===== config.mk =====
export PLATFORM = sky130hd
export DESIGN_NAME = bicubic_tap_feeder
export DESIGN_NICKNAME = d
export VERILOG_FILES = /design/src/rtl/bicubic_tap_feeder.sv
export SDC_FILE = /design/constraint.sdc
export NUM_CORES = 1
export LEC_CHECK = 0
export BUFFER_PORTS_ARGS = -buffer_cell sky130_fd_sc_hd__buf_2
export CORE_AREA = 2 2 72 74
export CTS_BUF_LIST = sky130_fd_sc_hd__clkbuf_8
export CTS_CLUSTER_SIZE = 12
export DETAILED_ROUTE_END_ITERATION = 8
export DIE_AREA = 0 0 74 76
export PLACE_DENSITY = 0.84
export SLEW_MARGIN = 5
export SYNTH_ARGS = -nofsm -noshare
export SYNTH_HDL_FRONTEND = slang
export SYNTH_SLANG_ARGS = --single-unit

===== constraint.sdc =====
create_clock -name clk_i -period 2.4 [get_ports clk_i]
set_input_delay 0.12 -clock clk_i [delete_from_list [all_inputs] [get_ports clk_i]]
set_output_delay 0.12 -clock clk_i [all_outputs]
set_load 0.05 [all_outputs]

===== src/rtl/bicubic_tap_feeder.sv =====
// bicubic_tap_feeder
//   Turns a raster pixel stream, one row at a time, into 4-pixel windows
//   {p[x-1], p[x], p[x+1], p[x+2]} for each output column x. These windows
//   feed the 4-tap bicubic weight tables. Pixels outside the row are filled
//   by replicating the edge pixel. When TAP_ZERO_PAD_EN is defined, they are
//   filled with zero instead.
// Ports
//   clk_i, rst_i                    clock and asynchronous active-high reset
//   pix_in_i, pix_valid_i           input pixel stream
//   pix_ready_o                     input accept (combinational)
//   tap_0_o..tap_3_o                window p[x-1], p[x], p[x+1], p[x+2] (registered)
//   tap_x_o                         column x of the current window (registered)
//   tap_valid_o, tap_last_o         window valid / window is x = LINE_W-1 (registered)
//   tap_ready_i                     consumer takes the window
// Configuration macro: TAP_ZERO_PAD_EN (zero padding instead of edge replication).
module bicubic_tap_feeder #(
  parameter int unsigned PIX_W  = 8,
  parameter int unsigned LINE_W = 64,
  parameter int unsigned CNT_W  = 7
) (
  input  logic             clk_i,
  input  logic             rst_i,
  input  logic [PIX_W-1:0] pix_in_i,
  input  logic             pix_valid_i,
  output logic             pix_ready_o,
  output logic [PIX_W-1:0] tap_0_o,
  output logic [PIX_W-1:0] tap_1_o,
  output logic [PIX_W-1:0] tap_2_o,
  output logic [PIX_W-1:0] tap_3_o,
  output logic [CNT_W-1:0] tap_x_o,
  output logic             tap_valid_o,
  output logic             tap_last_o,
  input  logic             tap_ready_i
);

  typedef enum logic [1:0] {StIdle, StFill, StRun, StFlush} state_e;

  localparam logic [CNT_W-1:0] LastIdx = CNT_W'(LINE_W - 1);

  state_e                 state_q, state_d;
  logic [3:0][PIX_W-1:0]  sr_q, sr_d;
  logic [CNT_W-1:0]       cnt_q, cnt_d;   // index of the next pixel expected in the row
  logic [CNT_W-1:0]       x_q, x_d;
  logic                   valid_q, valid_d;
  logic                   last_q, last_d;
  logic                   flush2_q, flush2_d;  // set while the second flush cycle is pending

  logic                   adv;
  logic                   acc;
  logic [PIX_W-1:0]       fill_val;
  logic [PIX_W-1:0]       flush_val;

  // The output register may be overwritten when it is empty or being taken.
  assign adv         = ~valid_q | tap_ready_i;
  assign pix_ready_o = adv & (state_q != StFlush);
  assign acc         = pix_valid_i & pix_ready_o;

`ifdef TAP_ZERO_PAD_EN
  assign fill_val  = '0;
  assign flush_val = '0;
`else
  assign fill_val  = pix_in_i;
  assign flush_val = sr_q[3];
`endif

  // State register
  always_ff @(posedge clk_i or posedge rst_i) begin
    if (rst_i) begin
      state_q  <= StIdle;
      sr_q     <= '0;
      cnt_q    <= '0;
      x_q      <= '0;
      valid_q  <= 1'b0;
      last_q   <= 1'b0;
      flush2_q <= 1'b0;
    end else begin
      state_q  <= state_d;
      sr_q     <= sr_d;
      cnt_q    <= cnt_d;
      x_q      <= x_d;
      valid_q  <= valid_d;
      last_q   <= last_d;
      flush2_q <= flush2_d;
    end
  end

  // Next-state logic
  always_comb begin
    state_d = state_q;
    unique case (state_q)
      StIdle:  if (acc) state_d = StFill;
      StFill:  if (acc) state_d = StRun;
      StRun:   if (acc && (cnt_q == LastIdx)) state_d = StFlush;
      StFlush: if (adv && flush2_q) state_d = StIdle;
      default: state_d = StIdle;
    endcase
  end

  // Datapath / output logic
  always_comb begin
    sr_d     = sr_q;
    cnt_d    = cnt_q;
    x_d      = x_q;
    last_d   = last_q;
    flush2_d = flush2_q;
    // A taken window drops valid unless a new one is loaded below.
    valid_d  = valid_q & ~tap_ready_i;
    unique case (state_q)
      StIdle: begin
        if (acc) begin
          sr_d   = {pix_in_i, fill_val, fill_val, fill_val};
          cnt_d  = CNT_W'(1);
          x_d    = '0;
          last_d = 1'b0;
        end
      end
      StFill: begin
        if (acc) begin
          sr_d  = {pix_in_i, sr_q[3], sr_q[2], sr_q[1]};
          cnt_d = CNT_W'(2);
        end
      end
      StRun: begin
        if (acc) begin
          sr_d    = {pix_in_i, sr_q[3], sr_q[2], sr_q[1]};
          valid_d = 1'b1;
          x_d     = cnt_q - CNT_W'(2);
          last_d  = 1'b0;
          cnt_d   = cnt_q + CNT_W'(1);
        end
      end
      StFlush: begin
        if (adv) begin
          sr_d     = {flush_val, sr_q[3], sr_q[2], sr_q[1]};
          valid_d  = 1'b1;
          x_d      = x_q + CNT_W'(1);
          last_d   = flush2_q;
          flush2_d = ~flush2_q;
        end
      end
      default: ;
    endcase
  end

  assign tap_0_o     = sr_q[0];
  assign tap_1_o     = sr_q[1];
  assign tap_2_o     = sr_q[2];
  assign tap_3_o     = sr_q[3];
  assign tap_x_o     = x_q;
  assign tap_valid_o = valid_q;
  assign tap_last_o  = last_q;

endmodule

* Word-level counts from Yosys, hierarchy flattened
Cells that the tools add are included.
** Word-level totals
- Flip-flop bits (word level) :: 51
- Latch bits :: 0
- Bits in writable memories :: 0
- ROM bits :: 0
- Input bits :: 12
- Logic and storage cells :: 72
- Memories kept :: 0
** Cells by class
- Add/subtract/negate cells :: 3
- Multiply operators :: 0
- Divide/modulo/power cells :: 0
- $lt $le $gt $ge :: 0
- Equal/unequal tests :: 13
- Shift operators :: 0
- Mux-type cells :: 23
- Bitwise logic cells :: 8
- Reduce and logical (&&, ||, !) cells :: 15
** Operators by type and width (number)
- 32-bit one-hot mux with 3 select lines :: 1
- 32-bit two-way mux :: 2
- 7-bit two-way mux :: 6
- 7-bit one-hot mux with 3 select lines :: 2
- 24-bit two-way mux :: 1
- 7-bit by 1-bit adder with 7-bit output, second input constant :: 2
- 2-bit != test, second input constant :: 7
- 4-bit AND reduction :: 3
- 3-bit AND reduction :: 3
- 2-bit two-way mux :: 4
- 2-bit one-hot mux with 4 select lines :: 1
- 7-bit by 6-bit equality test with 1-bit output, second input constant :: 1
- 7-bit by 2-bit subtractor with 7-bit output, second input constant :: 1
- 3-bit nonzero test :: 2
- 2-bit equality test, second input constant :: 2
- 1-bit two-way mux :: 4
- 2-bit by 1-bit != test with 1-bit output, second input constant :: 2
- 1-bit inverter :: 4
- 1-bit one-hot mux with 2 select lines :: 2
- 2-bit OR reduction :: 2
- 1-bit bitwise AND :: 3
- 2-bit by 1-bit equality test with 1-bit output, second input constant :: 1
- 1-bit logical AND :: 2
- 2-bit zero test :: 1
- 3 further kinds :: 3

* Depth between registers and ports, before layout
Gate-level depths: netlist (run 1).
- Depth after elaboration :: 7
- Depth in mapped cells :: 8
- Depth with buffers taken out :: 7

* Least setup slack after synthesis (run 1)
OpenSTA, ideal clock, no wires.
- Kind :: flip-flop to flip-flop
- Start point :: reg state_q[0]
- End point :: reg last_q, in the netlist tap_last_o
- Library setup time :: 0.127 ns
- Data arrival time :: 1.931 ns
- Required time :: 2.273 ns
- Slack :: 0.341 ns
- Stages on the path, launching flop included :: 7
- Clock period less this slack :: 2.059 ns
- Path through :: dfrtp_1 ha_1 buf_4 nor2_1 nand3_1 nand3_1 o21ai_0
** On the way
- Word-level cells in the longest chain between the ends :: 5
- Elaborated cells between the ends (all ways) :: 12
- Classes of those cells :: eq/ne (5); mux (1); bitwise (2); reduce/logical (4)
** RTL lines
- start: declaration :: line 40 : state_e state_q, state_d;
- start signal: assignment :: line 69 : state_q <= StIdle;
- start signal: assignment :: line 77 : state_q <= state_d;
- 2-bit != test :: line 55 : assign pix_ready_o = adv & (state_q != StFlush);
- 1-bit bitwise AND :: line 55
- named net pix_ready_o :: line 25 : output logic pix_ready_o,
- 1-bit bitwise AND :: line 56 : assign acc = pix_valid_i & pix_ready_o;
- 2-bit by 1-bit != test with 1-bit output (no line)
- 3-bit AND reduction (no line)
- end signal: assignment :: line 82 : last_q <= last_d;
- end: declaration :: line 45 : logic last_q, last_d;
The timed path passes the listed nets, and every way through them passes these cells.
A chain may end at the register's enable or synchronous reset.

* Final worst setup path (run 1)
- Start point :: reg state_q[0]
- End point :: reg state_q[1]
** On the way
- Word-level cells in the longest chain between the ends :: 6
- Elaborated cells between the ends (all ways) :: 14
- Classes of those cells :: eq/ne (8); mux (1); bitwise (2); reduce/logical (3)
** RTL lines
- 2-bit != test :: line 55
- 1-bit bitwise AND :: line 55
- 1-bit bitwise AND :: line 56
- 1-bit logical AND :: line 93 : StRun: if (acc && (cnt_q == LastIdx)) state_d = StFlush;
- 2-bit != test (no line)
- 4-bit AND reduction (no line)
Several ways; a longest one is shown, not always the timed one.

==> results of run 1 <==
-- state kept, by name, indices dropped and copies added (netlist names) --
| register | count |
|---|---|
| tap_3_o | 8 |
| flush2_q | 1 |
| tap_2_o | 8 |
| tap_valid_o | 1 |
| tap_x_o | 7 |
| state_q | 2 |
| tap_last_o | 1 |
| cnt_q | 7 |
| tap_1_o | 8 |
| tap_0_o | 8 |
-- stage by stage --
stage	hold slack, ns	utilization	setup slack (ns)	instances	area, µm²
4_1_cts	0.0462	0.625	0.355	413	3070
2_1_floorplan	0.238	-	0.341	290	2650
5_1_grt	0.0543	0.625	0.188	413	3070
3_5_place_dp	0.325	0.603	0.373	404	2960
3_3_place_gp	0.324	0.603	0.437	404	2960
6_report	0.0520	0.625	0.358	413	3070
-- path summary, 6_finish.rpt --
kind	startpoint	end	slack, ns	depth (start not counted)
worst min-delay path	pix_in_i[0]	tap_3_o[0]$_DFFE_PP0P_	0.05	3
min in group asynchronous	rst_i	tap_1_o[5]$_DFFE_PP0P_	0.51	4
worst min register to register	tap_0_o[6]$_DFFE_PP0P_	tap_0_o[6]$_DFFE_PP0P_	0.49	2
max in group asynchronous	rst_i	tap_2_o[1]$_DFFE_PP0P_	1.46	4
worst max-delay path	state_q[0]$_DFFE_PP0P_	state_q[1]$_DFFE_PP0P_	0.36	7
worst max register to register	state_q[0]$_DFFE_PP0P_	state_q[1]$_DFFE_PP0P_	0.36	7
-- worst max-delay path: stages (launching register included) --
cell	delay, ns
dfrtp_1	0.47
inv_1	0.14
ha_1	0.29
nor3_1	0.24
a21oi_2	0.06
or2_1	0.25
a21oi_2	0.14
mux2_1	0.33
-- logic make-up (layout without fill, tap and decap cells) --
kind of cell | after synthesis | in the layout
adder cells (fa/ha/maj) | 10 | 10
multiplexers | 3 | 3
AO/OA/AOI/OAI | 95 | 95
AND/OR/NAND/NOR | 104 | 104
XOR/XNOR | 5 | 5
flip-flops | 51 | 51
buffers and inverters | 22 | 75
-- cell usage in the layout, fill, tap and decap left out, types with 3 or more instances in the layout --
cell      count
nand2_1      59
buf_2        53
dfrtp_1      51
o21ai_1      38
a21oi_1      28
ha_1         10
nor2_1        9
o21ai_0       9
nand3_1       9
and2_1        8
inv_1         5
clkbuf_8      5
buf_4         5
a22o_1        4
xnor2_1       4
a21oi_2       3
-- Yosys cell counts (all sizes together) --
| library cell | n | area [µm²] |
|---|---|---|
| nand4 | 2 | 12.5 |
| o211ai | 1 | 7.51 |
| nand2 | 59 | 221 |
| a22oi | 2 | 20.0 |
| a31oi | 1 | 6.26 |
| mux2i | 1 | 10.0 |
| clkbuf | 2 | 7.51 |
| inv | 7 | 26.3 |
| o32a | 1 | 10.0 |
| o22ai | 2 | 12.5 |
| o21ai | 47 | 235 |
| nor3 | 2 | 10.0 |
| and2 | 8 | 50.1 |
| mux2 | 2 | 22.5 |
| or2 | 3 | 18.8 |
| nand2b | 2 | 15.0 |
| ha | 10 | 125 |
| and3 | 1 | 6.26 |
| xnor2 | 4 | 35.0 |
| a21oi | 31 | 166 |
| nand4b | 2 | 17.5 |
| a21boi | 1 | 11.3 |
| nor2b | 3 | 26.3 |
| a2bb2oi | 1 | 8.76 |
| nor4 | 1 | 6.26 |
| nand3 | 9 | 45.0 |
| or3 | 1 | 11.3 |
| nor2 | 11 | 51.3 |
| o31ai | 1 | 12.5 |
| buf | 13 | 91.3 |
| xor2 | 1 | 8.76 |
| a22o | 4 | 35.0 |
| o32ai | 2 | 17.5 |
| dfrtp | 51 | 1280 |
| a21o | 1 | 7.51 |
-- timing repair --
| item | CTS | global route |
|---|---|---|
| endpoints found under the setup margin | 0 | 0 |
| endpoints found under the hold margin | 39 | 0 |
| hold buffers | 1 | 0 |
-- routing by layer --
metal / global-route usage / vias up
met5: 0 / -
met4: 0.0655 / 0
met3: 0.0397 / 7
met2: 0.327 / 66
met1: 0.333 / 1042
li1: - / 1111
-- final cells by class --
type | count | area [µm²] | share of cell area
Sequential cell | 51 | 1280 | 0.415
Timing Repair Buffer | 60 | 333 | 0.108
Clock inverter | 3 | 28.8 | 0.00937
Inverter | 7 | 26.3 | 0.00855
Clock buffer | 5 | 68.8 | 0.0224
Multi-Input combinational cell | 217 | 1250 | 0.407
Tap cell | 70 | 87.6 | 0.0285
==> run_results.csv, run 1 <==
group,metric,value,unit
status,outcome,"complete, no violations",
route,dr.max_layer_used,"met4",
run,maxCapViolCount,0,
cts,cts_tree,"done",
final_layout,fin_nets,364,
cts,clk_path_buf_depth,2,
synthesis,syn_inst,290,
final_layout,antenna_cells,0,
critical_path,cp.required,2.59,ns
cts,clk_pin_slew_worst_paths,0.09,ns
synthesis,syn_nets,312,
route,wl,5750,µm
route,final_antenna_net_count,0,
cts,post_cts_buffers,0,
cts,cts_root_buffer,"clkbuf_8",
sta,setup_viol,0,
critical_path,cp_max_fo,7,
route,drtIter0Drc,208,
final_layout,syn2layout_area_growth,16.1,%
global_route,grt_pass1_vias,2022,
placed_design,hpwl,4180,µm
cts,h-tree-depth,2,
synthesis,yosysSeqAreaShare,0.482,
global_route,grtUsageTotal,0.222,
global_route,antenna_found_initial,0,
critical_path,end_kind,"flip-flop",
sta,max_freq,490,MHz
sta,fin_crit_sh,0.851,
min_path,hold_class,"input pin to flip-flop",
synthesis,muxShareOfSynthArea,0.0123,
route,met2_wirelength,2790,µm
floorplanning,fp.dieW,74,µm
global_route,globalRouteOverflowTotal,0,
synthesis,yosys.area_share.simple,0.186,
route,routedWlPerCell,13.9,µm
cts,clock_sinks,51,
synthesis,synth_xor_area_frac,0.0166,
floorplanning,die_h,76,µm
synthesis,synth-warning-count,0,
sta,rsz0062_at_grt,"no",
final_layout,drive_gt1_frac,0.239,
cts,cts-resized-gates,0,
synthesis,synth_top_family_by_area,"compound AO/OA/AOI/OAI gates",
sta,skew,0.00949,ns
cts,cts_buffers,5,
final_layout,nFillCells,414,
floorplanning,pin_count,54,
synthesis,synth_cell_types,48,
synthesis,syn_area_per_cell,9.12,µm²
critical_path,critical_path_arrival,2.23,ns
critical_path,path_class,"flip-flop to flip-flop",
placed_design,place_congestion,0.825,
sta,setup_tns,0,ns
critical_path,crit_path_start_kind,"flip-flop",
cts,clk_latency,0.31,ns
synthesis,synth_compound_area_frac,0.208,
sta,worst_slew_pin_slew,0.625,ns
route,wl_met3,296,µm
sta,layout_min_cycle_time,2.04,ns
global_route,grt_pass1_wl,9880,µm
floorplanning,die-area,5620,µm²
synthesis,synthAdderAreaFrac,0.0473,
sta,slew_violations,0,
floorplanning,start_util,0.538,
floorplanning,core_area,4910,µm²
route,firstDrtPassIters,4,
route,wl_met1,2590,µm
synthesis,synth_seq_cells,51,
floorplanning,num_rows,26,
synthesis,syn-cell-area,2650,µm²
route,drt_drc_violations_left,0,
global_route,grt_start_max_net_pins,52,
sta,finalHoldViolCount,0,
sta,slew-limit-headroom,0.583,
placed_design,io_buffers,53,
route,vias_per_cell,5.39,
route,dr_total_vias,2226,
Power of run 1 is not shown: default switching activity piles up to over one toggle a cycle in this logic, so the estimate is an artifact.
==> run 2: changes to the inputs <==
--- a/config.mk
+++ b/config.mk
@@ -6,12 +6,11 @@
 export NUM_CORES = 1
 export LEC_CHECK = 0
 export BUFFER_PORTS_ARGS = -buffer_cell sky130_fd_sc_hd__buf_2
-export CORE_AREA = 2 2 72 74
-export CTS_BUF_LIST = sky130_fd_sc_hd__clkbuf_8
+export CORE_AREA = 2 2 73 75
 export CTS_CLUSTER_SIZE = 12
 export DETAILED_ROUTE_END_ITERATION = 8
-export DIE_AREA = 0 0 74 76
-export PLACE_DENSITY = 0.84
+export DIE_AREA = 0 0 75 77
+export PLACE_DENSITY = 0.82
 export SLEW_MARGIN = 5
 export SYNTH_ARGS = -nofsm -noshare
 export SYNTH_HDL_FRONTEND = slang
==> run 2 against run 1 <==
Net effect: sequential share of layout area decreased by 0.34 points; hold slack got worse by 0.010 ns; cell count increased by 0.24%; clock skew decreased by 0.0019 ns; critical path depth unchanged; worst setup slack got worse by 0.037 ns; critical path type unchanged; largest cell class unchanged.
==> run_results.csv, run 2 (synthesis gave the netlist of run 1 again) <==
group,metric,value,unit
critical_path,cp_max_fo,8,
sta,finalHoldViolCount,0,
sta,worst_slew_pin_slew,0.532,ns
global_route,grtUsageTotal,0.227,
floorplanning,die-area,5780,µm²
critical_path,worstPathCellList,"inv_1, ha_1, nor3_1, a21oi_2, or2_1, a21oi_2, mux2_1",
status,outcome,"complete, no violations",
floorplanning,die_h,77,µm
cts,cts_buffers,5,
cts,cts_root_buffer,"clkbuf_8",
route,final_antenna_net_count,0,
min_path,hold_class,"input pin to flip-flop",
floorplanning,pin_count,54,
final_layout,final_common_cell,"nand2_1",
route,wl_met3,259,µm
route,wl,5950,µm
final_layout,syn2layout_area_growth,17.1,%
global_route,grt_pass1_wl,10200,µm
critical_path,cp_top_family,"simple AND/OR/NAND/NOR gates",
sta,fin_crit_sh,0.866,
cts,post_cts_buffers,0,
global_route,grt_pass1_vias,2191,
route,met2_wirelength,2820,µm
min_path,worstHoldPathCells,3,
route,drt_drc_violations_left,0,
sta,setup_viol,0,
critical_path,path_class,"flip-flop to flip-flop",
critical_path,end_kind,"flip-flop",
route,firstDrtPassIters,4,
critical_path,cp_slowest_cell,"dfrtp_1",
sta,layout_min_cycle_time,2.08,ns
critical_path,crit_path_start_kind,"flip-flop",
global_route,grt_start_max_net_pins,49,
route,drtIter0Drc,199,
sta,slew-limit-headroom,0.645,
cts,clk_latency,0.30,ns
sta,skew,0.00757,ns
critical_path,cp_num_buf_inv,1,
cts,clock_sinks,51,
run,maxCapViolCount,0,
floorplanning,start_util,0.531,
sta,rsz0062_at_grt,"no",
placed_design,io_buffers,53,
route,vias_per_cell,5.40,
sta,slew_violations,0,
critical_path,max_stage_delay,0.47,ns
critical_path,cp.required,2.59,ns
placed_design,hpwl,4430,µm
cts,clk_pin_slew_worst_paths,0.10,ns
floorplanning,core_area,4980,µm²
sta,max_freq,481,MHz
floorplanning,num_rows,26,
sta,setup_tns,0,ns
global_route,globalRouteOverflowTotal,0,
critical_path,critical_path_arrival,2.27,ns
critical_path,reg2reg_slack,0.32,ns
min_path,whs_endpoint,"tap_3_o[0]$_DFFE_PP0P_",
final_layout,layout_common_cells,"nand2_1, buf_2, dfrtp_1",
final_layout,fin_nets,365,
placed_design,place_congestion,0.898,
global_route,antenna_found_initial,0,
route,wl_met1,2740,µm
floorplanning,fp.dieW,75,µm
min_path,hp-start,"pix_in_i[0]",
critical_path,r2r_start,"state_q[0]$_DFFE_PP0P_",
critical_path,rr_worst_depth,7,
route,dr_total_vias,2237,
cts,h-tree-depth,2,
critical_path,cpMostUsedCell,"a21oi_2",
final_layout,antenna_cells,0,
route,dr.max_layer_used,"met4",
final_layout,drive_gt1_frac,0.241,
route,routedWlPerCell,14.4,µm
cts,clk_path_buf_depth,2,
cts,cts_tree,"done",
critical_path,rr_endpoint,"state_q[1]$_DFFE_PP0P_",
## run 2: cell types whose count changed in the layout (fill, tap and decap cells not counted)
cell and change:
clkinv_4 -2, buf_4 +1, bufinv_16 +1, clkinvlp_4 +1, inv_6 +1, inv_8 -1
## run 2: area by class of cell
type | instances | area [µm²]
tap | 70 | 87.6
clock buffer | 5 | 68.8
clock inverter | 3 | 46.3
timing repair buffer | 61 | 340
inverter | 7 | 26.3
sequential | 51 | 1280
multi-input combinational | 217 | 1250
fill | 450 | 1880
## run 2: worst reg2reg max path: stages (launching register included)
cell     delay [ns]
dfrtp_1        0.47
inv_1          0.14
ha_1           0.31
nor3_1         0.25
a21oi_2        0.06
or2_1          0.26
a21oi_2        0.14
mux2_1         0.34
## run 2: how the worst max path moves through the flow
stage	depth (start not counted)	slack, ns	from	endpoint
after floorplan	6	0.34	state_q[0]$_DFFE_PP0P_	tap_last_o$_DFFE_PP0P_
after global placement	7	0.42	state_q[0]$_DFFE_PP0P_	state_q[1]$_DFFE_PP0P_
after detailed placement	7	0.33	state_q[0]$_DFFE_PP0P_	state_q[1]$_DFFE_PP0P_
after CTS	7	0.32	state_q[0]$_DFFE_PP0P_	state_q[1]$_DFFE_PP0P_
after global routing	7	0.20	state_q[0]$_DFFE_PP0P_	state_q[1]$_DFFE_PP0P_
final	7	0.32	state_q[0]$_DFFE_PP0P_	state_q[1]$_DFFE_PP0P_
## run 2: layer usage
metal | vias to the layer above | global-route usage
met5 | - | 0
met3 | 12 | 0.0499
li1 | 1112 | -
met1 | 1053 | 0.328
met4 | 0 | 0.0714
met2 | 60 | 0.339
## run 2: stage by stage
step	util	hold WS (ns)	area [µm²]	setup slack, ns	cells
final	0.622	0.0418	3100	0.321	414
after global routing	0.622	0.0537	3100	0.199	414
after CTS	0.622	0.0356	3100	0.315	414
after detailed placement	0.597	0.0963	2970	0.334	405
after global placement	0.597	0.0908	2970	0.422	405
after floorplan	-	0.238	2650	0.341	290
## run 2: timing repair
| item | 4_1_cts | 5_1_grt |
|---|---|---|
| endpoints found under the hold margin | 13 | 0 |
| gates resized for setup | 0 | 0 |
| hold buffers | 1 | 0 |
Power of run 2 is left out for the same reason.
==> run 3: changes to the inputs <==
==> constraint.sdc (replaced) <==
create_clock -name clk_i -period 2.4 [get_ports clk_i]
set_input_delay 0.12 -clock clk_i [delete_from_list [all_inputs] [get_ports clk_i]]
set_output_delay 0.12 -clock clk_i [all_outputs]
set_load 0.1 [all_outputs]
==> run 3 against run 2 <==
Net effect: global-route usage decreased by 0.35 points; routed wire length decreased by 0.69%; utilization decreased by 0.10 points; largest cell class unchanged; hold slack improved by 0.0013 ns; clock-buffer cell count unchanged; cell count decreased by 0.24%; register-to-register slack about the same; via count decreased by 1.6%; critical path depth decreased by 1; non-clock buffer count decreased by 1; critical endpoint unchanged; first-iteration DRC count increased by 11%.
==> run_results.csv, run 3 (synthesis gave the netlist of run 1 again) <==
group,metric,value,unit
cts,post_cts_buffers,0,
final_layout,final_common_cell,"nand2_1",
final_layout,fin_util,0.621,
sta,max_freq,480,MHz
critical_path,critical_path_arrival,2.27,ns
placed_design,io_buffers,53,
global_route,grt_start_max_net_pins,49,
critical_path,cp_max_fo,13,
final_layout,antenna_cells,0,
critical_path,cp.required,2.59,ns
global_route,antenna_found_initial,0,
cts,clk_pin_slew_worst_paths,0.10,ns
sta,fin_crit_sh,0.868,
route,routedWlPerCell,14.3,µm
min_path,hold_class,"input pin to flip-flop",
cts,clk_path_buf_depth,2,
floorplanning,start_util,0.531,
sta,slew_violations,0,
final_layout,fin_nets,364,
critical_path,cpMostUsedCell,"a21oi_2",
critical_path,reg2reg_slack,0.32,ns
sta,worst_slew_pin_slew,0.613,ns
cts,cts_buffers,5,
global_route,globalRouteOverflowTotal,0,
cts,clk_latency,0.31,ns
sta,rsz0062_at_grt,"no",
floorplanning,pin_count,54,
sta,slew-limit-headroom,0.591,
sta,skew,0.0130,ns
final_layout,multiInputGateArea,1250,µm²
sta,finalHoldViolCount,0,
placed_design,place_congestion,0.871,
cts,clock_sinks,51,
floorplanning,core_area,4980,µm²
route,drtIter0Drc,220,
final_layout,syn2layout_area_growth,16.9,%
route,dr_total_vias,2202,
cts,h-tree-depth,2,
final_layout,drive_gt1_frac,0.242,
run,maxCapViolCount,0,
route,drt_drc_violations_left,0,
critical_path,cp_slowest_cell,"dfrtp_1",
final_layout,seq_area,1280,µm²
placed_design,pre_cts_ws,0.327,ns
critical_path,end_kind,"flip-flop",
global_route,grt_pass1_wl,10000,µm
placed_design,hpwl,4360,µm
sta,setup_viol,0,
route,firstDrtPassIters,5,
floorplanning,fp.dieW,75,µm
floorplanning,die-area,5780,µm²
sta,setup_tns,0,ns
final_layout,layout_common_cells,"nand2_1, buf_2, dfrtp_1",
critical_path,path_class,"flip-flop to flip-flop",
sta,layout_min_cycle_time,2.08,ns
critical_path,worstPathCellList,"ha_1, nor2b_4, a21oi_2, or2_1, a21oi_2, mux2_1",
global_route,grtUsageTotal,0.224,
route,vias_per_cell,5.33,
floorplanning,num_rows,26,
sta,timing.final.ws_setup,0.317,ns
critical_path,max_stage_delay,0.46,ns
final_layout,nFillCells,435,
cts,cts_root_buffer,"clkbuf_8",
floorplanning,die_h,77,µm
route,wl,5900,µm
status,outcome,"complete, no violations",
critical_path,crit_path_start_kind,"flip-flop",
route,final_antenna_net_count,0,
cts,cts_tree,"done",
global_route,grt_pass1_vias,2078,
## run 3: cell count changes in the layout (fill, tap and decap cells not counted)
cell / change
nor2_1: -1
nor2_2: +1
buf_4: -1
## run 3: final cells by class
class,instances,area share
Clock buffer,5,0.0223
Multi-Input combinational cell,217,0.406
Clock inverter,3,0.0150
Sequential cell,51,0.413
Tap cell,70,0.0283
Timing Repair Buffer,60,0.108
Inverter,7,0.00850
## run 3: worst paths after layout
kind	from	depth (start not counted)	end
worst max register to register	state_q[0]$_DFFE_PP0P_	6	state_q[1]$_DFFE_PP0P_
min in group asynchronous	rst_i	3	tap_1_o[5]$_DFFE_PP0P_
worst min-delay path	pix_in_i[7]	3	tap_3_o[7]$_DFFE_PP0P_
max in group asynchronous	rst_i	4	cnt_q[6]$_DFFE_PP0P_
worst min register to register	tap_0_o[7]$_DFFE_PP0P_	2	tap_0_o[7]$_DFFE_PP0P_
worst max-delay path	state_q[0]$_DFFE_PP0P_	6	state_q[1]$_DFFE_PP0P_
## run 3: critical path, delay by kind of cell, from the launching register on
kind	cells	cell delay (ns)
AO/OA/AOI/OAI	2	0.24
adder cells (fa/ha/maj)	1	0.45
flip-flops	1	0.46
multiplexers	1	0.34
AND/OR/NAND/NOR	2	0.49
## run 3: repair_timing
action | in CTS | in global routing
resized for setup | 0 | 0
endpoints found under the hold margin | 13 | 0
hold buffers | 1 | 0
## run 3: routing by layer
layer / global-route usage / up-vias / routed length (µm)
met5: 0 / - / 0
met4: 0.0839 / 0 / 97
met3: 0.0526 / 9 / 319
met2: 0.324 / 68 / 2740
met1: 0.324 / 1017 / 2740
li1: - / 1108 / -
## run 3: per-stage QoR
step	hold WS, ns	std cells	instance area [µm²]
4_1_cts	0.0297	413	3090
5_1_grt	0.0439	413	3090
3_5_place_dp	0.0864	404	2970
6_report	0.0431	413	3090
3_3_place_gp	0.0853	404	2970
2_1_floorplan	0.238	290	2650
Power of run 3 is left out for the same reason.
